`config.mk`:
```
export PLATFORM = sky130hd
export DESIGN_NAME = mem_arbiter
export DESIGN_NICKNAME = d
export VERILOG_FILES = /design/src/rtl/mem_arbiter.sv
export SDC_FILE = /design/constraint.sdc
export NUM_CORES = 1
export LEC_CHECK = 0
export CAP_MARGIN = 20
export CORE_ASPECT_RATIO = 1.5
export CORE_UTILIZATION = 49
export CTS_BUF_LIST = sky130_fd_sc_hd__clkbuf_2
export DETAILED_ROUTE_END_ITERATION = 10
export GPL_TIMING_DRIVEN = 0
export PLACE_DENSITY = 0.88
export SETUP_SLACK_MARGIN = 0.2
export SYNTH_ARGS = -nofsm -noshare
export SYNTH_HDL_FRONTEND = slang
export SYNTH_SLANG_ARGS = --single-unit
```
`constraint.sdc`:
```
create_clock -name clk -period 4.4 [get_ports clk]
set_input_delay 0.88 -clock clk [delete_from_list [all_inputs] [get_ports clk]]
set_output_delay 0.88 -clock clk [all_outputs]
set_load 0.005 [all_outputs]
```
`src/rtl/mem_arbiter.sv`:
```
// Single-port memory arbiter between instruction fetch and data load/store.
// Data has priority, bounded by a streak limit; a timeout aborts silent memories.
module mem_arbiter #(
   parameter int unsigned AW         = 8,
   parameter int unsigned DW         = 8,
   parameter int unsigned FAIR_LIMIT = 4,
   parameter int unsigned TIMEOUT    = 16
) (
   input  logic          clk,
   input  logic          rst_n,
   input  logic          if_req,
   input  logic [AW-1:0] if_addr,
   output logic          if_done,
   input  logic          d_req,
   input  logic          d_we,
   input  logic [AW-1:0] d_addr,
   input  logic [DW-1:0] d_wdata,
   output logic          d_done,
   output logic [DW-1:0] rdata,
   output logic          err,
   output logic          mem_en,
   output logic          mem_we,
   output logic [AW-1:0] mem_addr,
   output logic [DW-1:0] mem_wdata,
   input  logic [DW-1:0] mem_rdata,
   input  logic          mem_ready,
   output logic          owner,
   output logic          busy
);

   typedef enum logic [1:0] {IDLE, BUSY, RESP} state_t;

   localparam int unsigned SW = $clog2(FAIR_LIMIT + 1);
   localparam int unsigned CW = $clog2(TIMEOUT);
   localparam logic [SW-1:0] STREAK_MAX = SW'(FAIR_LIMIT);
   localparam logic [CW-1:0] CNT_LAST   = CW'(TIMEOUT - 1);

   state_t        state, state_nxt;
   logic [SW-1:0] streak, streak_nxt;
   logic [CW-1:0] cnt, cnt_nxt;
   logic          mem_en_nxt, mem_we_nxt, err_nxt, if_done_nxt, d_done_nxt;
   logic          owner_nxt, busy_nxt, grant_data;
   logic [AW-1:0] mem_addr_nxt;
   logic [DW-1:0] mem_wdata_nxt, rdata_nxt;

   always_ff @(posedge clk or negedge rst_n) begin
      if (!rst_n) begin
         state     <= IDLE;
         streak    <= '0;
         cnt       <= '0;
         mem_en    <= 1'b0;
         mem_we    <= 1'b0;
         mem_addr  <= '0;
         mem_wdata <= '0;
         rdata     <= '0;
         err       <= 1'b0;
         if_done   <= 1'b0;
         d_done    <= 1'b0;
         owner     <= 1'b0;
         busy      <= 1'b0;
      end else begin
         state     <= state_nxt;
         streak    <= streak_nxt;
         cnt       <= cnt_nxt;
         mem_en    <= mem_en_nxt;
         mem_we    <= mem_we_nxt;
         mem_addr  <= mem_addr_nxt;
         mem_wdata <= mem_wdata_nxt;
         rdata     <= rdata_nxt;
         err       <= err_nxt;
         if_done   <= if_done_nxt;
         d_done    <= d_done_nxt;
         owner     <= owner_nxt;
         busy      <= busy_nxt;
      end
   end

   // Fetch only overrides data once the data streak has hit the fairness limit
   assign grant_data = d_req && !(if_req && (streak == STREAK_MAX));

   always_comb begin
      state_nxt     = state;
      streak_nxt    = streak;
      cnt_nxt       = cnt;
      mem_en_nxt    = mem_en;
      mem_we_nxt    = mem_we;
      mem_addr_nxt  = mem_addr;
      mem_wdata_nxt = mem_wdata;
      rdata_nxt     = rdata;
      err_nxt       = err;
      if_done_nxt   = 1'b0;
      d_done_nxt    = 1'b0;
      owner_nxt     = owner;
      busy_nxt      = busy;
      unique case (state)
         IDLE: begin
            if (if_req || d_req) begin
               state_nxt  = BUSY;
               cnt_nxt    = '0;
               mem_en_nxt = 1'b1;
               busy_nxt   = 1'b1;
               owner_nxt  = grant_data;
               if (grant_data) begin
                  mem_we_nxt    = d_we;
                  mem_addr_nxt  = d_addr;
                  mem_wdata_nxt = d_wdata;
                  if (!if_req)
                     streak_nxt = '0;
                  else if (streak != STREAK_MAX)
                     streak_nxt = streak + 1'b1;
               end else begin
                  mem_we_nxt   = 1'b0;
                  mem_addr_nxt = if_addr;
                  streak_nxt   = '0;
               end
            end
         end
         BUSY: begin
            if (mem_ready || (cnt == CNT_LAST)) begin
               state_nxt   = RESP;
               mem_en_nxt  = 1'b0;
               mem_we_nxt  = 1'b0;
               err_nxt     = !mem_ready;
               rdata_nxt   = (mem_ready && !mem_we) ? mem_rdata : '0;
               if_done_nxt = !owner;
               d_done_nxt  = owner;
            end else begin
               cnt_nxt = cnt + 1'b1;
            end
         end
         RESP: begin
            state_nxt = IDLE;
            err_nxt   = 1'b0;
            busy_nxt  = 1'b0;
         end
         default: state_nxt = IDLE;
      endcase
   end

endmodule

```
=== After elaboration in Yosys (flattened, before gate mapping) ===
Cells that the tools add are included.

* ROM bits: 0
* Register bits after elaboration: 40
* Logic and storage cells: 70
* Bits in latches: 0
* Output and inout bits: 31
* Memories: 0
* Bits in writable memories: 0
* Input port bits: 38

* Magnitude comparators: 0
* Add/subtract/negate cells: 2
* Eq/ne operators: 9
* Div/mod/pow operators: 0
* Bitwise logic cells: 0
* Muxes and demuxes: 24
* Multiply operators: 0
* Shift operators: 0
* Reduce and logical (&&, ||, !) cells: 22

{| class="wikitable"
|+ Operators with widths
! kind !! count
|-
| $mux W8 || 2
|-
| $reduce_and A3 Y1 || 4
|-
| $reduce_and A2 Y1 || 5
|-
| $mux W1 || 9
|-
| $mux W3 || 3
|-
| $mux W4 || 2
|-
| $pmux W1 S2 || 4
|-
| $pmux W4 S2 || 1
|-
| $ne A2 B2 Y1 const B || 3
|-
| $reduce_bool A2 Y1 || 3
|-
| $add A4 B1 Y4 const B || 1
|-
| $eq A4 B4 Y1 const B || 1
|-
| $logic_not A1 Y1 || 4
|-
| $mux W2 || 2
|-
| $pmux W2 S2 || 1
|-
| $add A3 B1 Y3 const B || 1
|-
| $eq A3 B3 Y1 const B || 1
|-
| $logic_and A1 B1 Y1 || 3
|-
| $ne A3 B2 Y1 const B || 1
|-
| $ne A3 B3 Y1 const B || 1
|-
| $eq A2 B1 Y1 const B || 1
|-
| $eq A2 B2 Y1 const B || 1
|-
| $logic_not A2 Y1 || 1
|-
| $logic_or A1 B1 Y1 || 2
|}

=== Longest topological paths before layout ===
* Depth in word-level cells: 7
* Gate-level depth with buffers: 7
* Mapped depth without buffers: 5

=== Worst setup path before layout ===
Ideal clock, no wire load.

* Kind: input -> register
* Start point: in if_req
* End point: reg mem_wdata[1]
* Setup slack: 2,481 ps
* Stages: 5
* Setup time: 125 ps
* Required time: 4,275 ps
* Data arrival time: 1,794 ps
* Buffers on the path: 2
* Path through: and3_1 buf_6 nor3_4 buf_6 mux2_4

* Word-level cells in the longest chain between the ends: 4
* Elaborated cells on any way between the ends: 5
* Those cells by class: reduce/logical: 5

{| class="wikitable"
|+ Ends and longest elaborated chain
! what !! RTL line !! source
|-
| start: declaration || 11 || <nowiki>input logic if_req,</nowiki>
|-
| $logic_and A1 B1 Y1 || 79 || <nowiki>assign grant_data = d_req && !(if_req && (streak == STREAK_MAX));</nowiki>
|-
| $logic_not A1 Y1 || 79 ||
|-
| $logic_and A1 B1 Y1 || 79 ||
|-
| $reduce_and A3 Y1 (no source line) * || n/a ||
|-
| end signal: assignment || 68 || <nowiki>mem_wdata <= mem_wdata_nxt;</nowiki>
|-
| end: declaration || 24 || <nowiki>output logic [DW-1:0] mem_wdata,</nowiki>
|}

Mark *: on every way between the ends. The rest lies on a longest branch, timed or not.
A chain may end at the register's enable or synchronous reset.

=== Final worst setup path ===
* Start point: reg mem_we
* End point: out mem_we

{| class="wikitable"
|+ RTL lines
! what !! RTL line !! source
|-
| start: declaration || 22 || <nowiki>output logic mem_we,</nowiki>
|-
| start signal: assignment || 66 || <nowiki>mem_we <= mem_we_nxt;</nowiki>
|}

No word-level cell between the ends.

==> results.json <==
{
  "ys_seq_area_share_pct": 54.7,
  "clkSlewWorstSetupHoldPaths_ns": 0.20,
  "cts_tree": "built",
  "hold_violations": 0,
  "final_common_cell": "clkdlybuf4s50_1",
  "clock_skew_ns": 0.0174,
  "synth_cells": 166,
  "outcome": "finished, final reports clean",
  "grt_max_degree": 41,
  "dpl.hpwl_mm": 3.20,
  "vias": 1586,
  "dieWidth_um": 51.9,
  "critPathTopFamily": "buffers and inverters",
  "gp_congestion": 0.770,
  "syn_area_um2": 1830,
  "min_path_type": "reg -> reg",
  "numCtsBuffers": 5,
  "h-tree-depth": 2,
  "io_pins": 69,
  "drt-initial-drc-count": 40,
  "end_kind": "primary output",
  "chipHeight_um": 76.8,
  "tightest_slew_ns": 0.869,
  "diodes": 0,
  "antenna_found_initial": 0,
  "via_per_inst": 5.58,
  "area_growth_pct": 41.9,
  "dieArea_um2": 3990,
  "power_mw": 1.53,
  "insertion_delay_ns": 0.41,
  "first_pass_iters": 4,
  "layout_min_cycle_time_ns": 2.37,
  "finalSetupViolCount": 0,
  "yosysWarnings": 0,
  "port_buffers": 68,
  "drive_gt1_share_pct": 12.0,
  "synthesis.nets": 207,
  "grt_util_all_layers_pct": 25.1,
  "critPathKind": "reg -> out",
  "setup_tns_ns": 0,
  "postCtsHoldBufs": 0,
  "post_drt_wl_per_cell_um": 15.6,
  "cts_setup_buffers": 0,
  "root_buffer": "clkbuf_2",
  "synth-seq-cells": 40,
  "cts_resized": 0,
  "remaining_drc_errors": 0,
  "max-cap-violations": 0,
  "rsz0062_at_grt": "false",
  "avgSynthCellArea_um2": 11.0,
  "clock_sinks": 40,
  "gr-total-overflow": 0,
  "fmax_mhz": 422,
  "ir_drop_mv": 0.345,
  "p_per_area_nw_per_um2": 591,
  "grt_pass1_wl_mm": 7.32,
  "required_ns": 3.52,
  "cts_buffer_depth": 2,
  "path_buf_inv": 1,
  "yosysTopAreaCellShare_pct": 54.7,
  "layout_common_cells": "clkdlybuf4s50_1 (67), dfrtp_1 (40), o21ai_0 (16)",
  "path_cells": "clkdlybuf4s50_1",
  "synth_top_area_cell": "dfrtp_1",
  "period_share_pct": 53.8,
  "cp_slowest_cell": "clkdlybuf4s50_1",
  "crit_arrival_ns": 1.49,
  "core_um2": 3480,
  "start_util_pct": 52.6,
  "synth.area.top_cells": "dfrtp_1 (55%), mux2_4 (4.9%), o21ai_0 (4.4%), nand4b_1 (3.8%), a31oi_1 (3.1%)",
  "yosysUniqueCellTypes": 35,
  "routed_wl_mm": 4.42,
  "relSlewSlack_pct": 42.1,
  "final_max_slew_viol_count": 0,
  "ant_nets": 0,
  "p_leak_nw": 1.13,
  "critPathLaunchType": "flip-flop",
  "grt_pass1_vias": 1570,
  "nNetsFinal": 282,
  "max_stage_delay_ns": 0.55,
  "rows": 26,
  "cp_max_fo": 10
}
-- cells by family after synthesis --
group / share of synthesized area [%]
mux: 7.25
compound gates: 16.3
simple gates: 15.5
flops: 54.7
fa+ha+maj: 2.05
buf+inv: 4.10
-- metal layers --
metal / vias to the layer above / wire, um / GRT usage [%]
met1: 758 / 1690 / 28.4
met5: - / 0 / 0
li1: 756 / - / -
met3: 11 / 216 / 5.95
met4: 0 / 106 / 10.8
met2: 61 / 2410 / 43.2
-- synth_stat cells --
library cell / n
dfrtp_1: 40
o21ai_0: 16
nand2_1: 15
nand3_1: 11
a21oi_1: 9
a31oi_1: 9
nand4b_1: 8
inv_1: 6
mux2_4: 6
nor2_1: 5
clkbuf_1: 4
and3_1: 3
buf_2: 3
ha_1: 3
o22ai_1: 3
a31o_2: 2
buf_6: 2
mux2_2: 2
mux2i_1: 2
nand2b_1: 2
a21o_1: 1
a21o_2: 1
a22oi_1: 1
a31o_1: 1
a31oi_2: 1
a32o_1: 1
a32o_2: 1
nor2b_1: 1
nor3_4: 1
nor3b_1: 1
o211ai_1: 1
o31ai_1: 1
or2_2: 1
or2_4: 1
or4_1: 1
-- registers in the layout, indices dropped and copies added, names as in the netlist --
signal,cells
cnt,4
owner,1
mem_wdata,8
rdata,8
streak,3
mem_addr,8
d_done,1
err,1
mem_en,1
mem_we,1
if_done,1
state,2
busy,1
-- power breakdown --
group | total [mW] | switching [mW] | internal (mW)
logic | 0.736 | 0.289 | 0.447
registers | 0.644 | 0.114 | 0.530
clock network | 0.154 | 0.118 | 0.0356
total | 1.53 | 0.521 | 1.01
-- per-stage QoR --
step | utilization (%) | setup slack (ns) | hold WS [ns] | cells | area [um^2]
6_report | 74.6 | 2.03 | 0.491 | 284 | 2600
5_1_grt | 74.6 | 1.96 | 0.524 | 284 | 2600
4_1_cts | 74.6 | 2.01 | 0.491 | 284 | 2600
3_5_place_dp | 73.5 | 1.79 | 0.468 | 276 | 2560
3_3_place_gp | 73.6 | 1.47 | 0.461 | 276 | 2560
2_1_floorplan | - | 2.48 | 0.462 | 166 | 1830
-- layout make-up --
cell class,count,area [um^2]
sequential,40,1000
fill,259,885
multi-input combinational,111,753
timing repair buffer,68,676
buffer,9,52.6
tap,42,52.6
clock buffer,5,25.0
inverter,6,22.5
clock inverter,3,13.8
-- path summary, 6_finish.rpt --
check / start / slack, ns / cells after the start / to
worst min-delay path: owner / 0.49 / 1 / if_done
worst max-delay path: mem_we / 2.03 / 1 / mem_we
worst min register to register: owner / 0.49 / 1 / if_done
worst max register to register: streak[0] / 2.61 / 7 / mem_wdata[5]
min in group asynchronous: rst_n / 0.55 / 1 / rdata[5]
max in group asynchronous: rst_n / 3.30 / 1 / mem_en
Note: power is estimated with default switching activity, not from simulation.
